`src/rtl/lorenz_plot_reader.sv`:
```
`default_nettype none
// ============================================================================
//  Module      : lorenz_plot_reader
//  Description : Decimates the Lorenz x/y/z stream, projects two axes to pixel
//                coordinates and queues them for the VGA plotter. Optional
//                clamping of off-screen points: LORENZ_READER_CLAMP_EN.
//  Revision    : 1.0 - initial release
// ============================================================================
module lorenz_plot_reader #(
    parameter int DEPTH    = 16,
    parameter int PIX_W    = 10,
    parameter int SHIFT    = 18,
    parameter int OFFSET_A = 320,
    parameter int OFFSET_B = 240,
    parameter int MAX_A    = 639,
    parameter int MAX_B    = 479
) (
    input  logic                     clk,
    input  logic                     reset,
    input  logic [26:0]              x,
    input  logic [26:0]              y,
    input  logic [26:0]              z,
    input  logic                     state_valid,
    output logic                     step_en,
    input  logic [15:0]              decim,
    input  logic [1:0]               proj_sel,
    output logic [PIX_W-1:0]         out_a,
    output logic [PIX_W-1:0]         out_b,
    output logic                     out_valid,
    input  logic                     out_ready,
    output logic [$clog2(DEPTH):0]   fifo_count,
    output logic [15:0]              overflow
);

    localparam int c_addr_w = $clog2(DEPTH);
    localparam int c_cnt_w  = c_addr_w + 1;
    localparam logic signed [26:0]    c_off_a     = 27'(OFFSET_A);
    localparam logic signed [26:0]    c_off_b     = 27'(OFFSET_B);
    localparam logic signed [26:0]    c_max_a     = 27'(MAX_A);
    localparam logic signed [26:0]    c_max_b     = 27'(MAX_B);
    localparam logic [c_cnt_w-1:0]    c_full      = c_cnt_w'(DEPTH);
    localparam logic [c_cnt_w:0]      c_step_lim  = (c_cnt_w+1)'(DEPTH - 1);

    logic [15:0]              r_cnt;
    logic                     w_hit;
    logic signed [26:0]       w_sel_a, w_sel_b, w_p_a, w_p_b;
    logic [PIX_W-1:0]         w_pix_a, w_pix_b;
    logic                     w_keep;
    logic                     r_stage_valid;
    logic [PIX_W-1:0]         r_stage_a, r_stage_b;
    logic [2*PIX_W-1:0]       r_mem [DEPTH];
    logic [c_cnt_w-1:0]       r_wr_ptr, r_rd_ptr, w_count;
    logic                     w_full, w_push, w_pop;
    logic [c_cnt_w:0]         w_occ;
    logic [15:0]              r_overflow;
    logic                     r_step_en;
    logic [2*PIX_W-1:0]       w_head;

    assign w_hit = state_valid && (r_cnt >= decim);

    always_comb begin
        w_sel_a = $signed(x);
        w_sel_b = $signed(y);
        case (proj_sel)
            2'd1:    begin w_sel_a = $signed(y); w_sel_b = $signed(z); end
            2'd2:    begin w_sel_a = $signed(x); w_sel_b = $signed(z); end
            default: begin w_sel_a = $signed(x); w_sel_b = $signed(y); end
        endcase
    end

    assign w_p_a = (w_sel_a >>> SHIFT) + c_off_a;
    assign w_p_b = (w_sel_b >>> SHIFT) + c_off_b;

`ifdef LORENZ_READER_CLAMP_EN
    always_comb begin
        w_keep  = 1'b1;
        w_pix_a = w_p_a[26] ? '0 : (w_p_a > c_max_a) ? c_max_a[PIX_W-1:0] : w_p_a[PIX_W-1:0];
        w_pix_b = w_p_b[26] ? '0 : (w_p_b > c_max_b) ? c_max_b[PIX_W-1:0] : w_p_b[PIX_W-1:0];
    end
`else
    always_comb begin
        w_keep  = !w_p_a[26] && (w_p_a <= c_max_a) && !w_p_b[26] && (w_p_b <= c_max_b);
        w_pix_a = w_p_a[PIX_W-1:0];
        w_pix_b = w_p_b[PIX_W-1:0];
    end
`endif

    assign w_count = r_wr_ptr - r_rd_ptr;
    assign w_full  = (w_count == c_full);
    assign w_pop   = out_valid && out_ready;
    // Fullness is judged before the pop, so a full FIFO refuses the push even while draining.
    assign w_push  = r_stage_valid && !w_full;
    assign w_occ   = {1'b0, w_count} + (c_cnt_w+1)'(r_stage_valid);

    always_ff @(posedge clk or negedge reset) begin
        if (!reset) begin
            r_cnt         <= '0;
            r_stage_valid <= 1'b0;
            r_stage_a     <= '0;
            r_stage_b     <= '0;
            r_wr_ptr      <= '0;
            r_rd_ptr      <= '0;
            r_overflow    <= '0;
            r_step_en     <= 1'b0;
        end else begin
            if (state_valid)
                r_cnt <= w_hit ? 16'd0 : r_cnt + 16'd1;
            r_stage_valid <= w_hit && w_keep;
            if (w_hit) begin
                r_stage_a <= w_pix_a;
                r_stage_b <= w_pix_b;
            end
            if (w_push)
                r_wr_ptr <= r_wr_ptr + 1'b1;
            if (w_pop)
                r_rd_ptr <= r_rd_ptr + 1'b1;
            if (r_stage_valid && w_full && (r_overflow != 16'hFFFF))
                r_overflow <= r_overflow + 16'd1;
            r_step_en <= (w_occ < c_step_lim);
        end
    end

    always_ff @(posedge clk) begin
        if (w_push)
            r_mem[r_wr_ptr[c_addr_w-1:0]] <= {r_stage_a, r_stage_b};
    end

    // Head is forced to zero when empty so outputs read 0 throughout reset.
    assign w_head     = out_valid ? r_mem[r_rd_ptr[c_addr_w-1:0]] : '0;
    assign out_valid  = (w_count != '0);
    assign out_a      = w_head[2*PIX_W-1:PIX_W];
    assign out_b      = w_head[PIX_W-1:0];
    assign fifo_count = w_count;
    assign overflow   = r_overflow;
    assign step_en    = r_step_en;

endmodule
`default_nettype wire

```
`config.mk`:
```
export PLATFORM = sky130hd
export DESIGN_NAME = lorenz_plot_reader
export DESIGN_NICKNAME = d
export VERILOG_FILES = /design/src/rtl/lorenz_plot_reader.sv
export SDC_FILE = /design/constraint.sdc
export NUM_CORES = 1
export LEC_CHECK = 0
export CAP_MARGIN = 20
export CORE_UTILIZATION = 30
export DETAILED_ROUTE_END_ITERATION = 10
export HOLD_SLACK_MARGIN = 0.08
export SYNTH_ARGS = -nofsm -noshare
export SYNTH_HDL_FRONTEND = slang
export SYNTH_SLANG_ARGS = --single-unit
```
`constraint.sdc`:
```
create_clock -name clk -period 12.1 [get_ports clk]
set_input_delay 1.815 -clock clk [delete_from_list [all_inputs] [get_ports clk]]
set_output_delay 1.815 -clock clk [all_outputs]
set_load 0.005 [all_outputs]
```
==> impl_metrics.ini <==
[floorplan]
rows = 84
initial_utilization_pct = 30.6
die-area_um2 = 54900
dieHeight_um = 234
die_w_um = 234
coreArea_um2 = 53000
ios = 146

[setup_path]
cp_top_family = flip-flops
cp_max_fo = 45
max_stage_delay_ns = 1.02
crit_slowest_cell = dfrtp_4
path_cells = ha_1 > inv_1 > fa_1 > xor2_1 > nor3_2 > or4b_4 > a21oi_4 > and2b_1 > clkdlybuf4s50_1
critPathCaptureType = output port
crit_arrival_ns = 4.65
path_buf_inv = 2
criticalPathCategory = register to output port
critPathLaunchType = register
cp.required_ns = 10.28

[clock_tree]
clkTransAtPathRegs_ns = 0.05
ctsHtreeMaxLevel = 2
cts_buffers = 40
cts_sinks = 384
cts_root_buffer = clkbuf_16
cts_hold_buffers = 0
cts_buffer_depth = 3
post_cts_buffers = 0
clk_latency_ns = 0.54
cts-resized-gates = 0
tritoncts = built

[yosys]
synth-seq-area-share_pct = 69.3
synth_cells = 894
synth_top_area_share_pct = 59.4
synth-edff-count = 320
synth_most_common_cell = edfxtp_1
synthTopCellsByArea = edfxtp_1 (59%), mux4_2 (14%), dfrtp_1 (9.9%)
syn_avg_cell_area_um2 = 18.1
synth.distinct_cells = 52
synth-main-ff-cell = edfxtp_1
synth_warnings = 0
ys_ff_latch = 384
synthArstFlopShare_pct = 16.7
yosys.area.top_type = edfxtp_1
netlist_area_um2 = 16200
ys_top_cells_by_count = edfxtp_1 (320), mux4_2 (100), dfrtp_1 (64), nor2_1 (49)
synth.net_count = 1032

[worst_hold_path]
hp-class = register to register

[power_and_ir_drop]
p_leak_uw = 0.00616
p_seq_share_pct = 46.7
powerDensity_nw_per_um2 = 171
vdd_drop_max_uv = 105
p_sw_share_pct = 26.3
pwr-share-comb_pct = 18.9
p_int_uw = 2420
switchingPower_uw = 866
clkPwrFrac_pct = 34.4

[drt]
post_drt_via_cell_ratio = 4.86
dr.pass1.iters = 4
drc_errors = 0
routed_wirelength_um = 35500
wl_per_cell_um = 20.6
antenna_left = 0
drt_iter0_markers = 618
vias = 8374

[placed_design]
hpwl_um = 21000
place.gp.congestion = 0.764
dp_cells = 1652
pre_cts_ws_ns = 6.00
portBuffers = 91

[layout]
diodes = 0
fin_util_pct = 36.2
drive_gt1_share_pct = 19.4
fin_nets = 1145
area_growth_pct = 18.5
nFillCells = 4980
fin_cells = 1723

[timing]
finalSetupViolations = 0
max_freq_mhz = 155
skew_ns = 0.0260
worstMarginPinSlew_ns = 0.960
hold_violations = 0
rsz0062_at_grt = false
tns_ns = 0
fin_crit_sh_pct = 53.5
slew_viol_final = 0
period_minus_slack_ns = 6.47
maxSlewHeadroom_pct = 34.4
setup_ws_ns = 5.63

[grt]
grt_max_degree = 65
grt_first_pass_wirelength_um = 54000
first_global_vias = 8709
track_usage_pct = 13.2
grt_remaining_overflow = 0
grt_antenna_before_repair = 1

[status]
run_status = complete, no violations

[job]
max_cap_violations = 0
## per-layer routing
metal	up-vias	wire length [um]	global-route usage [%]
met1	4365	16300	18.3
met2	212	16800	21.4
met3	63	1670	2.16
met4	0	809	3.59
met5	-	0	0
li1	3734	-	-
## through the flow
| step | hold WS, ns | total power [uW] | instance area [um^2] |
|---|---|---|---|
| 2_1_floorplan | 0.462 | 1970 | 16200 |
| 3_3_place_gp | 0.477 | 2200 | 18000 |
| 3_5_place_dp | 0.486 | 2210 | 18000 |
| 4_1_cts | 0.498 | 3340 | 19200 |
| 5_1_grt | 0.499 | 3430 | 19200 |
| 6_report | 0.493 | 3290 | 19200 |
## power groups by stage
stage	Combinational, uW	Sequential, uW	Clock (uW)
after floorplan	482	1490	0
after global placement	633	1570	0
after detailed placement	637	1570	0
after CTS	640	1540	1160
after global routing	677	1550	1200
final	621	1540	1130
## placed cells by master, fill, tap and decap left out, types with 18 or more instances in the layout
master	instances
dfrtp_1	62
edfxtp_1	320
nor2_1	46
mux4_2	100
nor2b_1	24
xnor2_1	28
inv_1	34
clkbuf_16	40
a21oi_1	20
nand4_1	18
nand3_1	22
mux2i_1	19
nand2_1	23
ha_1	34
clkdlybuf4s50_1	90
## flip-flops by register name, summed over array words and instances, names as in the netlist
name and cells:
overflow 16, r_cnt 16, r_mem 320, r_rd_ptr 5, r_stage_a 10, r_stage_b 10
r_stage_valid 1, r_wr_ptr 5, step_en 1
## final cells by class
cell class / instances / area, um^2 / share of cell area (%)
sequential: 384 / 11200 / 58.5
multi-input combinational: 438 / 4740 / 24.7
clock buffer: 51 / 1060 / 5.54
timing repair buffer: 108 / 1040 / 5.41
tap: 688 / 861 / 4.49
inverter: 35 / 131 / 0.685
clock inverter: 19 / 125 / 0.653
## cell families after synthesis
kind of cell / synth area share, %
AND/OR/NAND/NOR: 5.91
multiplexers: 15.8
AO/OA/AOI/OAI: 1.81
adder cells (fa/ha/maj): 2.75
buffers and inverters: 1.86
XOR/XNOR: 2.58
flip-flops: 69.3
## final timing paths
path | cells after the start | startpoint | slack, ns | endpoint
worst min-delay path | 1 | r_rd_ptr[4] | 0.49 | r_rd_ptr[4]
worst max register to register | 10 | r_rd_ptr[0] | 7.70 | r_mem[1][5]
max in group asynchronous | 2 | reset | 10.01 | r_rd_ptr[1]
worst min register to register | 1 | r_rd_ptr[4] | 0.49 | r_rd_ptr[4]
worst max-delay path | 9 | r_rd_ptr[0] | 5.63 | out_b[3]
min in group asynchronous | 2 | reset | 1.47 | step_en
## worst reg2reg max path: cells and delay by family (launching register included)
family	cells	cell delay, ns
and+or+nand+nor	4	1.31
DFF	1	1.02
adders and majority gates	2	0.70
AOI/OAI and AO/OA	1	0.51
buffers and inverters	2	0.34
xor gates and xnor gates	1	0.22
(Power assumes the default switching activity.)
